<file path="src/rtl/axi_pkg.sv">
// -----------------------------------------------------------------------------
// axi_pkg
// Shared AXI4-Lite definitions used by the load/store master.
//   resp_t  : AXI response encoding (OKAY, EXOKAY, SLVERR, DECERR)
//   state_t : control states of axi_lite_mem_master
// -----------------------------------------------------------------------------
package axi_pkg;

    typedef enum logic [1:0] {
        OKAY   = 2'b00,
        EXOKAY = 2'b01,
        SLVERR = 2'b10,
        DECERR = 2'b11
    } resp_t;

    typedef enum logic [2:0] {
        ST_IDLE,
        ST_WRITE,
        ST_WRESP,
        ST_READ,
        ST_RDATA,
        ST_ERR
    } state_t;

endpackage

</file>
<file path="src/rtl/axi_lite_mem_master.sv">
// -----------------------------------------------------------------------------
// axi_lite_mem_master
// Converts a simple CPU load/store request port into single AXI4-Lite
// transactions, one outstanding at a time. Misaligned or out-of-window
// requests are answered locally with an error and never reach the bus.
// An optional watchdog aborts a transaction the slave does not finish.
//
// Ports
//   aclk, aresetn                      clock, asynchronous active-low reset
//   req_valid/req_ready                request handshake
//   req_we, req_addr, req_wdata, req_wstrb   request payload (1 = store)
//   rsp_valid                          one-cycle completion pulse
//   rsp_rdata, rsp_err                 load data (0 otherwise), error flag
//   m_aw*/m_w*/m_b*                    AXI-Lite write address, data, response
//   m_ar*/m_r*                         AXI-Lite read address, data
// All outputs are registered.
// -----------------------------------------------------------------------------
module axi_lite_mem_master
    import axi_pkg::*;
#(
    parameter int                ADDR_W     = 32,
    parameter int                DATA_W     = 32,
    parameter logic [ADDR_W-1:0] BASE_ADDR  = '0,
    parameter int                SIZE_BYTES = 4096,
    parameter int                TIMEOUT    = 0
) (
    input  logic                aclk,
    input  logic                aresetn,
    input  logic                req_valid,
    output logic                req_ready,
    input  logic                req_we,
    input  logic [ADDR_W-1:0]   req_addr,
    input  logic [DATA_W-1:0]   req_wdata,
    input  logic [DATA_W/8-1:0] req_wstrb,
    output logic                rsp_valid,
    output logic [DATA_W-1:0]   rsp_rdata,
    output logic                rsp_err,
    output logic [ADDR_W-1:0]   m_awaddr,
    output logic                m_awvalid,
    input  logic                m_awready,
    output logic [DATA_W-1:0]   m_wdata,
    output logic [DATA_W/8-1:0] m_wstrb,
    output logic                m_wvalid,
    input  logic                m_wready,
    input  logic [1:0]          m_bresp,
    input  logic                m_bvalid,
    output logic                m_bready,
    output logic [ADDR_W-1:0]   m_araddr,
    output logic                m_arvalid,
    input  logic                m_arready,
    input  logic [DATA_W-1:0]   m_rdata,
    input  logic [1:0]          m_rresp,
    input  logic                m_rvalid,
    output logic                m_rready
);

    localparam int CNT_W = (TIMEOUT > 0) ? $clog2(TIMEOUT + 1) : 1;

    // Window bounds carry one extra bit so BASE_ADDR+SIZE_BYTES cannot wrap.
    localparam logic [ADDR_W:0] WIN_LO = {1'b0, BASE_ADDR};
    localparam logic [ADDR_W:0] WIN_HI = {1'b0, BASE_ADDR} + (ADDR_W+1)'(SIZE_BYTES);

    state_t              state_reg, state_next;
    logic                req_ready_reg, req_ready_next;
    logic [ADDR_W-1:0]   m_awaddr_reg, m_awaddr_next;
    logic                m_awvalid_reg, m_awvalid_next;
    logic [DATA_W-1:0]   m_wdata_reg, m_wdata_next;
    logic [DATA_W/8-1:0] m_wstrb_reg, m_wstrb_next;
    logic                m_wvalid_reg, m_wvalid_next;
    logic                m_bready_reg, m_bready_next;
    logic [ADDR_W-1:0]   m_araddr_reg, m_araddr_next;
    logic                m_arvalid_reg, m_arvalid_next;
    logic                m_rready_reg, m_rready_next;
    logic                rsp_valid_reg, rsp_valid_next;
    logic                rsp_err_reg, rsp_err_next;
    logic [DATA_W-1:0]   rsp_rdata_reg, rsp_rdata_next;
    logic [CNT_W-1:0]    wd_cnt_reg, wd_cnt_next;

    logic req_bad;
    logic aw_fin;
    logic w_fin;
    logic wd_expire;

    assign req_bad = (req_addr[1:0] != 2'b00)
                   || ({1'b0, req_addr} <  WIN_LO)
                   || ({1'b0, req_addr} >= WIN_HI);

    // A channel is finished once it has handshaken (valid already dropped)
    // or is handshaking this cycle.
    assign aw_fin = !m_awvalid_reg || m_awready;
    assign w_fin  = !m_wvalid_reg  || m_wready;

    // The abort is registered, so it is decided one cycle early: the error
    // pulse then lands TIMEOUT cycles after the accept.
    assign wd_expire = (TIMEOUT > 0) && (state_reg != ST_IDLE) && (state_reg != ST_ERR)
                     && (int'(wd_cnt_reg) + 2 >= TIMEOUT);

    always_comb begin
        state_next     = state_reg;
        req_ready_next = req_ready_reg;
        m_awaddr_next  = m_awaddr_reg;
        m_awvalid_next = m_awvalid_reg;
        m_wdata_next   = m_wdata_reg;
        m_wstrb_next   = m_wstrb_reg;
        m_wvalid_next  = m_wvalid_reg;
        m_bready_next  = m_bready_reg;
        m_araddr_next  = m_araddr_reg;
        m_arvalid_next = m_arvalid_reg;
        m_rready_next  = m_rready_reg;
        rsp_valid_next = 1'b0;
        rsp_err_next   = 1'b0;
        rsp_rdata_next = '0;
        wd_cnt_next    = wd_cnt_reg;

        if (TIMEOUT > 0 && state_reg != ST_IDLE) begin
            wd_cnt_next = wd_cnt_reg + CNT_W'(1);
        end

        case (state_reg)
            ST_IDLE: begin
                req_ready_next = 1'b1;
                if (req_valid && req_ready_reg) begin
                    req_ready_next = 1'b0;
                    wd_cnt_next    = '0;
                    if (req_bad) begin
                        // Error response is registered now so it shows while in ERR.
                        state_next     = ST_ERR;
                        rsp_valid_next = 1'b1;
                        rsp_err_next   = 1'b1;
                    end else if (req_we) begin
                        state_next     = ST_WRITE;
                        m_awaddr_next  = req_addr;
                        m_wdata_next   = req_wdata;
                        m_wstrb_next   = req_wstrb;
                        m_awvalid_next = 1'b1;
                        m_wvalid_next  = 1'b1;
                    end else begin
                        // rready rides with arvalid: the RAM slave ties arready to rready.
                        state_next     = ST_READ;
                        m_araddr_next  = req_addr;
                        m_arvalid_next = 1'b1;
                        m_rready_next  = 1'b1;
                    end
                end
            end
            ST_WRITE: begin
                m_awvalid_next = m_awvalid_reg && !m_awready;
                m_wvalid_next  = m_wvalid_reg  && !m_wready;
                if (aw_fin && w_fin) begin
                    state_next    = ST_WRESP;
                    m_bready_next = 1'b1;
                end
            end
            ST_WRESP: begin
                if (m_bvalid) begin
                    state_next     = ST_IDLE;
                    req_ready_next = 1'b1;
                    m_bready_next  = 1'b0;
                    rsp_valid_next = 1'b1;
                    rsp_err_next   = (resp_t'(m_bresp) != OKAY);
                end
            end
            ST_READ: begin
                if (m_arready) begin
                    state_next     = ST_RDATA;
                    m_arvalid_next = 1'b0;
                end
            end
            ST_RDATA: begin
                if (m_rvalid) begin
                    state_next     = ST_IDLE;
                    req_ready_next = 1'b1;
                    m_rready_next  = 1'b0;
                    rsp_valid_next = 1'b1;
                    rsp_err_next   = (resp_t'(m_rresp) != OKAY);
                    rsp_rdata_next = (resp_t'(m_rresp) == OKAY) ? m_rdata : '0;
                end
            end
            ST_ERR: begin
                state_next     = ST_IDLE;
                req_ready_next = 1'b1;
            end
            default: begin
                state_next = ST_IDLE;
            end
        endcase

        if (wd_expire) begin
            state_next     = ST_IDLE;
            req_ready_next = 1'b1;
            m_awvalid_next = 1'b0;
            m_wvalid_next  = 1'b0;
            m_bready_next  = 1'b0;
            m_arvalid_next = 1'b0;
            m_rready_next  = 1'b0;
            rsp_valid_next = 1'b1;
            rsp_err_next   = 1'b1;
            rsp_rdata_next = '0;
        end
    end

    always_ff @(posedge aclk or negedge aresetn) begin
        if (!aresetn) begin
            state_reg     <= ST_IDLE;
            req_ready_reg <= 1'b0;
            m_awaddr_reg  <= '0;
            m_awvalid_reg <= 1'b0;
            m_wdata_reg   <= '0;
            m_wstrb_reg   <= '0;
            m_wvalid_reg  <= 1'b0;
            m_bready_reg  <= 1'b0;
            m_araddr_reg  <= '0;
            m_arvalid_reg <= 1'b0;
            m_rready_reg  <= 1'b0;
            rsp_valid_reg <= 1'b0;
            rsp_err_reg   <= 1'b0;
            rsp_rdata_reg <= '0;
            wd_cnt_reg    <= '0;
        end else begin
            state_reg     <= state_next;
            req_ready_reg <= req_ready_next;
            m_awaddr_reg  <= m_awaddr_next;
            m_awvalid_reg <= m_awvalid_next;
            m_wdata_reg   <= m_wdata_next;
            m_wstrb_reg   <= m_wstrb_next;
            m_wvalid_reg  <= m_wvalid_next;
            m_bready_reg  <= m_bready_next;
            m_araddr_reg  <= m_araddr_next;
            m_arvalid_reg <= m_arvalid_next;
            m_rready_reg  <= m_rready_next;
            rsp_valid_reg <= rsp_valid_next;
            rsp_err_reg   <= rsp_err_next;
            rsp_rdata_reg <= rsp_rdata_next;
            wd_cnt_reg    <= wd_cnt_next;
        end
    end

    assign req_ready = req_ready_reg;
    assign m_awaddr  = m_awaddr_reg;
    assign m_awvalid = m_awvalid_reg;
    assign m_wdata   = m_wdata_reg;
    assign m_wstrb   = m_wstrb_reg;
    assign m_wvalid  = m_wvalid_reg;
    assign m_bready  = m_bready_reg;
    assign m_araddr  = m_araddr_reg;
    assign m_arvalid = m_arvalid_reg;
    assign m_rready  = m_rready_reg;
    assign rsp_valid = rsp_valid_reg;
    assign rsp_err   = rsp_err_reg;
    assign rsp_rdata = rsp_rdata_reg;

endmodule

</file>
<file path="config.mk">
export PLATFORM = sky130hd
export DESIGN_NAME = axi_lite_mem_master
export DESIGN_NICKNAME = d
export VERILOG_FILES = /design/src/rtl/axi_pkg.sv /design/src/rtl/axi_lite_mem_master.sv
export SDC_FILE = /design/constraint.sdc
export NUM_CORES = 1
export LEC_CHECK = 0
export BUFFER_PORTS_ARGS = -buffer_cell sky130_fd_sc_hd__buf_2
export CAP_MARGIN = 20
export CORE_MARGIN = 2
export CORE_UTILIZATION = 45
export DETAILED_ROUTE_END_ITERATION = 8
export HOLD_SLACK_MARGIN = 0.05
export PLACE_DENSITY = 0.83
export SYNTH_ARGS = -nofsm -noshare
export SYNTH_HDL_FRONTEND = slang
export SYNTH_SLANG_ARGS = --single-unit
</file>
<file path="constraint.sdc">
create_clock -name aclk -period 3.8 [get_ports aclk]
set_input_delay 0.38 -clock aclk [delete_from_list [all_inputs] [get_ports aclk]]
set_output_delay 0.38 -clock aclk [all_outputs]
set_load 0.05 [all_outputs]
</file>
==> results.cfg <==
[cts]
maximum_buffer_depth_of_the_clock_tree = 2
numCtsBuffers = 17
root_buffer_selected_by_cts = clkbuf_16
tritoncts = done
clk_latency_ns = 0.41
clk_transition_reported_paths_ns = 0.06
ctsResizeCount = 0
cts_sinks = 143
cts-htree-levels = 4

[detailed_routing]
drt_wl_total_um = 11700
drc = 0
drtAntennaViolNets = 0
initialDrtViolationCount = 215
vias_per_cell = 4.81
routedWlPerCell_um = 15.2
detailedRoute.firstPassIterationCount = 4
dr_total_vias = 3686

[critical_path]
setup.worst_path.start_class = register
arrival_ns = 2.71
req_time_crit_path_ns = 4.09
rrSetupSlack_ns = 1.38
worstSetupPathType = register to register
setup.worst_path.end_class = register
critical_path_peak_fanout = 70

[floorplanning]
fp.coreArea_um2 = 11300
chipWidth_um = 111
initial_utilization_pct = 45.7
die_area_um2 = 12300
num_io_pins = 253
standard_cell_rows = 39
die_h_um = 111

[timing]
finalHoldViolCount = 0
post-route-min-period_ns = 2.42
final-setup-viol-count = 0
final_tns_setup_ns = 0
unrepaired_setup_endpoints_after_global_routing = no
layout_worst_path_cycle_share_pct = 63.7
finalClockSkew_ns = 0.00465
report.final.slew_viol_count = 0
worst_slack_ns = 1.38
fmax_mhz = 413
worst_slew_pin_slew_ns = 0.817
relative_slew_margins_pct = 45.5

[job]
drv_cap = 0

[final_layout]
final_net_count = 725
post-route-util_pct = 63.8
drive_gt1_share_pct = 55.4
fill_cells = 858
areaGrowthSynthToFinish_pct = 39.7
finish.instance_area_um2 = 7190
diode_insertion_count_for_antenna_repair = 0

[logic_synthesis]
cell_types_occupying_the_most_area_after_synthesis = dfrtp_1 (70%), mux2_2 (12%), nor2b_1 (5.7%)
netlist_area_um2 = 5150
syn-instance-count = 350
synth.avg_cell_area_um2 = 14.7
synthDistinctLibCells = 32
mappedNetlistNets = 463
post_synthesis_sequential_area_ratio_pct = 69.5
yosys.area.top_type = dfrtp_1
post-synth-top-area-fraction_pct = 69.5
ys_ff_latch = 143
post-synth-top-count-cell = dfrtp_1
synth_ff_type = dfrtp_1
yosys_synthesis_warning_count = 0
synth_edf_count = 0
synth_common_cells = dfrtp_1 (143), mux2_2 (55), nor2b_1 (47)
asyncSetResetFlopFracSynth_pct = 100

[placed_design]
place_hpwl_um = 8510
gp_routability_congestion = 0.844
placed_cell_area_um2 = 6560
io_buffers = 252
post_placement_worst_setup_slack_ns = 1.24

[global_routing]
groute.usage.overall_pct = 19.9
antenna_violations_before_repair = 0
number_of_global_route_vias_before_repair = 3932
grt_pass1_wl_um = 19200
grt-ovfl-total = 0
grt_start_max_net_pins = 77

[pwr]
p_per_area_nw_per_um2 = 513
worst_ir_drop_vdd_mv = 0.353
power.leakage_nw = 4.25

[worst_hold_path]
timing.hold.worst.class = primary input to register

[status]
run_status = completed
## layout make-up
cell class              count  area, um^2  area share, %
flip-flops and latches    143        3580           49.8
multi-input cells         189        1470           20.4
repair buffers            258        1330           18.5
clock buffers              23         498           6.92
well taps                 143         179           2.49
clock inverters             8         128           1.77
inverters                   3        11.3          0.157
## timing repair
item	in CTS	in global routing
hold buffers	1	0
hold endpoints to repair	67	0
buffers inserted	0	0
## metal layers
metal,global-route usage (%),share of wire (%),vias to the layer above
li1,-,-,1699
met1,22.9,39,1785
met2,33.5,51,180
met3,7.16,8.6,22
met4,8.92,2.0,0
met5,0,0,-
## layout by cell type, fill, tap and decap left out, types with 3 or more instances in the layout
master and instances:
buf_2 251, dfrtp_1 143, mux2_2 55, nor2b_1 47, and2_1 32, clkbuf_16 17, nand2_1 9, nand3_1 7
nor2_1 6, nor4_1 5, clkbuf_8 5, o21ai_0 4, inv_1 3, a31oi_1 3, bufinv_16 3, buf_4 3
## metrics by stage
stage                     std cells  total power, mW  hold slack [ns]
final                           767             3.69            0.158
after global routing            767             3.85            0.150
after CTS                       767             3.73            0.141
after detailed placement        735             2.00            0.416
after global placement          734             1.99            0.393
after floorplan                 350             1.84           0.0844
## power by group
part / internal, mW / switching [mW] / total, mW
registers: 1.56 / 0.0474 / 1.61
logic: 0.122 / 0.243 / 0.365
clock network: 1.12 / 0.599 / 1.72
## worst paths after layout
check	from	endpoint	depth (start not counted)
max	state_reg[1]$_DFFE_PN0P_	m_wdata[0]$_DFFE_PN0P_	5
min	m_awready	m_awvalid$_DFFE_PN0P_	2
max reg2reg	state_reg[1]$_DFFE_PN0P_	m_wdata[0]$_DFFE_PN0P_	5
min reg2reg	m_awaddr[21]$_DFFE_PN0P_	m_awaddr[21]$_DFFE_PN0P_	1
max in group asynchronous	aresetn	m_arvalid$_DFFE_PN0P_	3
min in group asynchronous	aresetn	m_wdata[19]$_DFFE_PN0P_	2
## critical path: stages, from the launching register on
cell and delay [ns]:
dfrtp_1 0.56, nor3_2 0.31, nand4_1 0.18, nor3_4 0.13, buf_4 0.65, mux2_2 0.42
## kinds of logic after synthesis
group | after synthesis | share of synthesized area [%]
mux | 56 | 12.3
flops | 143 | 69.5
simple gates | 114 | 13.5
compound gates | 19 | 2.63
buf+inv | 18 | 2.09
(Power assumes the default switching activity.)
